===== src/rtl/ripemd_pkg.sv =====
// Shared RIPEMD-160 definitions: IV, round constants, word-select and rotate
// tables (one nibble per step), the boolean round functions and FSM states.
package ripemd_pkg;

  typedef enum logic [1:0] {
    IDLE = 2'd0,
    RUN  = 2'd1,
    DONE = 2'd2
  } state_t;

  localparam logic [4:0][31:0] IV  = {32'hC3D2E1F0, 32'h10325476, 32'h98BADCFE,
                                      32'hEFCDAB89, 32'h67452301};
  localparam logic [4:0][31:0] K_L = {32'hA953FD4E, 32'h8F1BBCDC, 32'h6ED9EBA1,
                                      32'h5A827999, 32'h00000000};
  localparam logic [4:0][31:0] K_R = {32'h00000000, 32'h7A6D76E9, 32'h6D703EF3,
                                      32'h5C4DD124, 32'h50A28BE6};

  // Step 0 is the leading hex digit of each table; one 64-bit row per round.
  localparam logic [0:79][3:0] R_L = {64'h0123456789ABCDEF, 64'h74D1A6F3C0952EB8,
                                      64'h3AE49F812706DB5C, 64'h19BA08C4D37FE562,
                                      64'h40597C2AE138B6FD};
  localparam logic [0:79][3:0] R_R = {64'h5E7092B4D6F81A3C, 64'h6B370D5AEF8C4912,
                                      64'hF5137E69B8C2A04D, 64'h86413BF05C2D97AE,
                                      64'hCFA4158762DE039B};
  localparam logic [0:79][3:0] S_L = {64'hBEFC5879BDEF6798, 64'h768DB97F7CF9B7DC,
                                      64'hBD67E9DFE8D65C75, 64'hBCEFEF989E56865C,
                                      64'h9F5B68DC5CDEB856};
  localparam logic [0:79][3:0] S_R = {64'h899BDFF5778BEEC6, 64'h9DF7C89B77C76FDB,
                                      64'h97FB866ECD5EDD75, 64'hF58BEE6E69C9C5F8,
                                      64'h85C9C5E68D65FDBB};

  function automatic logic [31:0] f(input logic [2:0] fsel, input logic [31:0] x,
                                    input logic [31:0] y, input logic [31:0] z);
    case (fsel)
      3'd0:    f = x ^ y ^ z;
      3'd1:    f = (x & y) | (~x & z);
      3'd2:    f = (x | ~y) ^ z;
      3'd3:    f = (x & z) | (y & ~z);
      3'd4:    f = x ^ (y | ~z);
      default: f = 32'h00000000;
    endcase
  endfunction

  function automatic logic [31:0] rol(input logic [31:0] x, input logic [3:0] s);
    rol = (x << s) | (x >> (6'd32 - {2'b00, s}));
  endfunction

  function automatic logic [31:0] bswap(input logic [31:0] x);
    bswap = {x[7:0], x[15:8], x[23:16], x[31:24]};
  endfunction

endpackage


===== src/rtl/ripemd_step.sv =====
// One combinational RIPEMD-160 step for a single line (left or right).
module ripemd_step
  import ripemd_pkg::*;
(
  input  logic [31:0] i_a,
  input  logic [31:0] i_b,
  input  logic [31:0] i_c,
  input  logic [31:0] i_d,
  input  logic [31:0] i_e,
  input  logic [31:0] i_x,
  input  logic [31:0] i_k,
  input  logic [3:0]  i_s,
  input  logic [2:0]  i_fsel,
  output logic [31:0] o_a,
  output logic [31:0] o_b,
  output logic [31:0] o_c,
  output logic [31:0] o_d,
  output logic [31:0] o_e
);

  logic [31:0] w_sum;

  assign w_sum = i_a + f(i_fsel, i_b, i_c, i_d) + i_x + i_k;
  assign o_a   = i_e;
  assign o_b   = rol(w_sum, i_s) + i_e;
  assign o_c   = i_b;
  assign o_d   = rol(i_c, 4'd10);
  assign o_e   = i_d;

endmodule


===== src/rtl/ripemd_final.sv =====
// Iterative single-block RIPEMD-160: both lines advance one step per clock.
// Optional RIPEMD_CHAIN_EN adds i_chain to continue from the previous digest.
module ripemd_final
  import ripemd_pkg::*;
(
  input  logic         clk,
  input  logic         rst_n,
  input  logic         i_valid,
`ifdef RIPEMD_CHAIN_EN
  input  logic         i_chain,
`endif
  input  logic [511:0] block,
  output logic [159:0] ans,
  output logic         o_valid
);

  state_t           r_state;
  state_t           w_next;
  logic             w_load;
  logic             w_step_en;
  logic             w_finish;
  logic [6:0]       r_step;
  logic [511:0]     r_msg;
  logic [4:0][31:0] r_l;
  logic [4:0][31:0] r_r;
  logic [4:0][31:0] w_l;
  logic [4:0][31:0] w_r;
  logic [4:0][31:0] w_start;
  logic [4:0][31:0] w_base;
  logic [4:0][31:0] w_res;
  logic [159:0]     w_digest;
  logic [159:0]     r_ans;
  logic             r_o_valid;
  logic [2:0]       w_round;
  logic [3:0]       w_xl_idx;
  logic [3:0]       w_xr_idx;
  logic [31:0]      w_xl;
  logic [31:0]      w_xr;

  // state register
  always_ff @(posedge clk) begin
    if (rst_n) r_state <= IDLE;
    else       r_state <= w_next;
  end

  // next-state logic
  always_comb begin
    w_next = r_state;
    case (r_state)
      IDLE:    if (i_valid) w_next = RUN; else w_next = IDLE;
      RUN:     if (r_step == 7'd79) w_next = DONE; else w_next = RUN;
      DONE:    w_next = IDLE;
      default: w_next = IDLE;
    endcase
  end

  // datapath strobes decoded from the state
  always_comb begin
    w_load    = 1'b0;
    w_step_en = 1'b0;
    w_finish  = 1'b0;
    case (r_state)
      IDLE:    w_load    = i_valid;
      RUN:     w_step_en = 1'b1;
      DONE:    w_finish  = 1'b1;
      default: w_load    = 1'b0;
    endcase
  end

`ifdef RIPEMD_CHAIN_EN
  logic [4:0][31:0] r_h;
  logic             r_chain;

  assign w_start = i_chain ? r_h : IV;
  assign w_base  = r_chain ? r_h : IV;

  // chaining state survives between hashes; reset restores the IV
  always_ff @(posedge clk) begin
    if (rst_n) begin
      r_h     <= IV;
      r_chain <= 1'b0;
    end else begin
      if (w_load)   r_chain <= i_chain;
      if (w_finish) r_h     <= w_res;
    end
  end
`else
  assign w_start = IV;
  assign w_base  = IV;
`endif

  assign w_round  = r_step[6:4];
  assign w_xl_idx = R_L[r_step];
  assign w_xr_idx = R_R[r_step];
  assign w_xl     = r_msg[{w_xl_idx, 5'd0} +: 32];
  assign w_xr     = r_msg[{w_xr_idx, 5'd0} +: 32];

  ripemd_step u_left (
    .i_a(r_l[0]), .i_b(r_l[1]), .i_c(r_l[2]), .i_d(r_l[3]), .i_e(r_l[4]),
    .i_x(w_xl), .i_k(K_L[w_round]), .i_s(S_L[r_step]), .i_fsel(w_round),
    .o_a(w_l[0]), .o_b(w_l[1]), .o_c(w_l[2]), .o_d(w_l[3]), .o_e(w_l[4])
  );

  ripemd_step u_right (
    .i_a(r_r[0]), .i_b(r_r[1]), .i_c(r_r[2]), .i_d(r_r[3]), .i_e(r_r[4]),
    .i_x(w_xr), .i_k(K_R[w_round]), .i_s(S_R[r_step]), .i_fsel(3'd4 - w_round),
    .o_a(w_r[0]), .o_b(w_r[1]), .o_c(w_r[2]), .o_d(w_r[3]), .o_e(w_r[4])
  );

  // final permutation of the two lines plus the starting state
  assign w_res[0] = w_base[1] + r_l[2] + r_r[3];
  assign w_res[1] = w_base[2] + r_l[3] + r_r[4];
  assign w_res[2] = w_base[3] + r_l[4] + r_r[0];
  assign w_res[3] = w_base[4] + r_l[0] + r_r[1];
  assign w_res[4] = w_base[0] + r_l[1] + r_r[2];
  assign w_digest = {bswap(w_res[0]), bswap(w_res[1]), bswap(w_res[2]),
                     bswap(w_res[3]), bswap(w_res[4])};

  // message latch, step counter and working variables of both lines
  always_ff @(posedge clk) begin
    if (rst_n) begin
      r_msg  <= '0;
      r_step <= 7'd0;
      r_l    <= '0;
      r_r    <= '0;
    end else if (w_load) begin
      r_msg  <= block;
      r_step <= 7'd0;
      r_l    <= w_start;
      r_r    <= w_start;
    end else if (w_step_en) begin
      r_l    <= w_l;
      r_r    <= w_r;
      r_step <= (r_step == 7'd79) ? 7'd0 : r_step + 7'd1;
    end
  end

  // digest register and one-cycle completion pulse
  always_ff @(posedge clk) begin
    if (rst_n) begin
      r_ans     <= '0;
      r_o_valid <= 1'b0;
    end else begin
      r_o_valid <= w_finish;
      if (w_finish) r_ans <= w_digest;
    end
  end

  assign ans     = r_ans;
  assign o_valid = r_o_valid;

endmodule


===== config.mk =====
export PLATFORM = sky130hd
export DESIGN_NAME = ripemd_final
export DESIGN_NICKNAME = d
export VERILOG_FILES = /design/src/rtl/ripemd_pkg.sv /design/src/rtl/ripemd_step.sv /design/src/rtl/ripemd_final.sv
export SDC_FILE = /design/constraint.sdc
export NUM_CORES = 2
export LEC_CHECK = 0
export ABC_CLOCK_PERIOD_IN_PS = 12800
export CAP_MARGIN = 30
export CORE_UTILIZATION = 35
export CTS_BUF_LIST = sky130_fd_sc_hd__clkbuf_4 sky130_fd_sc_hd__clkbuf_8
export DETAILED_ROUTE_END_ITERATION = 10
export PLACE_DENSITY = 0.63
export SLEW_MARGIN = 20
export SYNTH_ARGS = -nofsm -noshare
export SYNTH_HDL_FRONTEND = slang
export SYNTH_SLANG_ARGS = --single-unit

===== constraint.sdc =====
create_clock -name clk -period 12.8 [get_ports clk]
set_input_delay 2.56 -clock clk [delete_from_list [all_inputs] [get_ports clk]]
set_output_delay 2.56 -clock clk [all_outputs]
set_load 0.03 [all_outputs]

==> impl_metrics.tcl <==
set metrics [dict create \
    status "completed" \
    vias_per_cell 5.917 \
    yosys-top-cells-area "dfxtp_1 (27%), nand2_1 (14%), ha_1 (8.6%)" \
    synthesis.area_um2 75320 \
    clock-sinks 1022 \
    ys_types 107 \
    max_clock_freq_mhz 84.94 \
    placed_area_um2 87890 \
    cpMaxStageDelayCell "a211oi_1" \
    crit_type "reg2reg" \
    num-nets-final 12400 \
    syn_inst 10510 \
    cts_setup_buffers 0 \
    maxCapViolCount 0 \
    synth.top_cell.area_share 0.2716 \
    wl_per_cell_um 27.22 \
    dp_hpwl_um 305100 \
    area_growth_pct 22.51 \
    clock_skew_ps 95.45 \
    yosys_warnings 0 \
    syn_nets 11670 \
    worstMarginPinSlew_ps 1220 \
    htree_levels 4 \
    final_max_slew_viol_count 0 \
    end_kind "register" \
    seqCellArea_um2 20460 \
    drive_above_1_share 0.1076 \
    antenna_found_initial 19 \
    required_ps 13760 \
    hold_buffers 0 \
    fillers 21550 \
    grt.total_usage 0.3427 \
    multiInputGateArea_um2 49950 \
    firstDrtPassIters 8 \
    clock_path_buffers 3 \
    io_pins 676 \
    setup_viol 0 \
    period_share 0.9197 \
    grt_pass1_wl_um 547700 \
    routed-via-count 84150 \
    leakagePower_nw 37.64 \
    grt-ovfl-total 0 \
    final_util 0.4334 \
    arrival_ps 12730 \
    cts_tree "yes" \
    hold_path.class "reg2reg" \
    synthFlopType "dfxtp_1" \
    insertion_delay_ps 1070 \
    ys_seq_area_frac 0.2716 \
    drt_iter0_markers 11690 \
    cp_max_fo 49 \
    critPathMaxStageDelay_ps 790 \
    relSlewSlack 0.1869 \
    core_region_area_um2 212900 \
    ys_ff_latch 1022 \
    startpoint_type "register" \
    crit_buf_inv 11 \
    peakVddDrop_mv 0.1350 \
    fin_area_um2 92280 \
    grt_max_degree 237 \
    drc 0 \
    path_clk_slew_ps 60 \
    power_mw 17.69 \
    hold_viol_final 0 \
    clockRootBuffer "clkbuf_8" \
    gp_congestion 1.035 \
    async_flop_share 0 \
    period_minus_slack_ps 11770 \
    rsz0062_at_grt "no" \
    die_area_um2 217100 \
    avgSynthCellArea_um2 7.168 \
    critical-path-top-delay-family "compound AO/OA/AOI/OAI gates" \
    fp-row-count 169 \
    totalWireLength_um 387100 \
    fin_tns_setup_ps 0 \
    die_y_um 465.9 \
    grt_pass1_vias 77760 \
    synth_edf_count 0 \
    yosysTopAreaCell "dfxtp_1" \
    start_util 0.3537 \
    final_antenna_net_count 0 \
    p_per_area_nw_per_um2 191.7 \
    numCtsBuffers 182 \
    cts-resized-gates 0 \
    portBuffers 675 \
    die_width_um 465.9 \
]
power breakdown:
| group | leakage [nW] | total [mW] | switching [mW] | internal, mW |
|---|---|---|---|---|
| combinational | 27.0 | 10.1 | 5.95 | 4.16 |
| clock | 2.26 | 3.66 | 1.61 | 2.05 |
| sequential | 8.37 | 3.91 | 0.520 | 3.39 |
registers in the layout (all words and copies together), names as in the netlist:
name	count
r_l	160
u_left.i_k	8
o_valid	1
r_state	2
r_msg	512
ans	160
r_step	7
u_right.i_k	12
r_r	160
metal layers:
| layer | share of wire | GRT usage | up-vias | wire [µm] |
|---|---|---|---|---|
| met4 | 0.073 | 0.2164 | 20 | 28350 |
| met3 | 0.11 | 0.07829 | 945 | 41970 |
| met5 | 0.00033 | 0 | - | 126 |
| met2 | 0.41 | 0.5051 | 4914 | 160200 |
| met1 | 0.40 | 0.4494 | 40440 | 156400 |
| li1 | - | - | 37830 | - |
cells by family (layout without fill, tap and decap cells):
kind of cell / after synthesis / after routing / share of synthesized area
flip-flops: 1022 / 1022 / 0.2716
buffers and inverters: 1329 / 2213 / 0.06781
AND/OR/NAND/NOR: 4224 / 4224 / 0.2341
XOR/XNOR: 299 / 299 / 0.03520
multiplexers: 221 / 221 / 0.03169
AO/OA/AOI/OAI: 2770 / 2770 / 0.2397
other: 0 / 7 / 0
adder cells (fa/ha/maj): 644 / 644 / 0.1198
placed cells by master (no fill, tap or decap), types with 37 or more instances in the layout:
cell type,instances
inv_1,597
buf_12,37
or3_1,49
nand3_1,210
o21ai_0,310
xor2_1,87
a21o_1,159
dfxtp_1,1019
a311oi_1,174
nor3_1,72
nand2b_1,61
mux2i_1,153
a221oi_1,42
xnor2_1,210
o22ai_1,54
buf_4,553
o211ai_1,38
nor2b_1,46
a21oi_1,1180
o31ai_1,48
clkdlybuf4s50_1,674
and3_1,217
o221a_2,129
nand2_1,2904
clkbuf_4,45
ha_1,515
o21a_1,64
clkbuf_8,232
mux2_2,60
a31oi_1,142
a211oi_1,139
nor2_1,505
fa_1,129
and2_1,37
tightest hold or removal path: stages (launching register included):
cell and delay (ps):
dfxtp_1 300, nand2_1 50, a21oi_1 50
synth_stat cells (all sizes together), types with 12 or more instances:
cell type	number
or3	49
nor2	513
clkbuf	609
o21ai	321
fa	129
a221o	12
and2	40
a21oi	1183
o221a	129
ha	515
nor4	15
o22ai	55
o21a	65
a31oi	144
or2	21
a221oi	43
mux2	60
inv	604
nand2	2907
nand3	210
a211o	17
nand4	15
nand3b	18
o221ai	18
o31ai	51
xor2	87
nor3	76
a222oi	26
buf	113
mux2i	153
a21o	159
and3	217
xnor2	211
a311oi	174
nand2b	64
a2111oi	37
a21boi	14
dfxtp	1022
nor2b	49
o211ai	38
a211oi	144
o21bai	19
final cells by class:
| type | instances | area share |
|---|---|---|
| inverter | 607 | 0.02472 |
| clock inverter | 60 | 0.008786 |
| clock buffer | 274 | 0.03802 |
| timing repair buffer | 1272 | 0.1270 |
| sequential | 1022 | 0.2218 |
| multi-input combinational | 8158 | 0.5413 |
| tap | 2821 | 0.03825 |
| antenna | 7 | 0.0001898 |
path summary, 6_finish.rpt:
path                            cells past startpoint  startpoint  slack [ps]       to
worst min register to register                      2      ans[3]         450   ans[3]
worst min-delay path                                2      ans[3]         450   ans[3]
worst max register to register                     46   r_step[6]        1030  r_l[62]
worst max-delay path                               46   r_step[6]        1030  r_l[62]
through the flow:
| step | cells | hold WS [ps] | setup slack, ps |
|---|---|---|---|
| 6_report | 14220 | 450.9 | 1028 |
| 5_1_grt | 14220 | 466.6 | 622.5 |
| 4_1_cts | 14210 | 452.7 | 1332 |
| 3_5_place_dp | 13880 | 444.8 | 1441 |
| 3_3_place_gp | 13870 | 438.7 | 1405 |
| 2_1_floorplan | 10510 | 436.3 | 1988 |
Power figures use the tool's default switching activity.
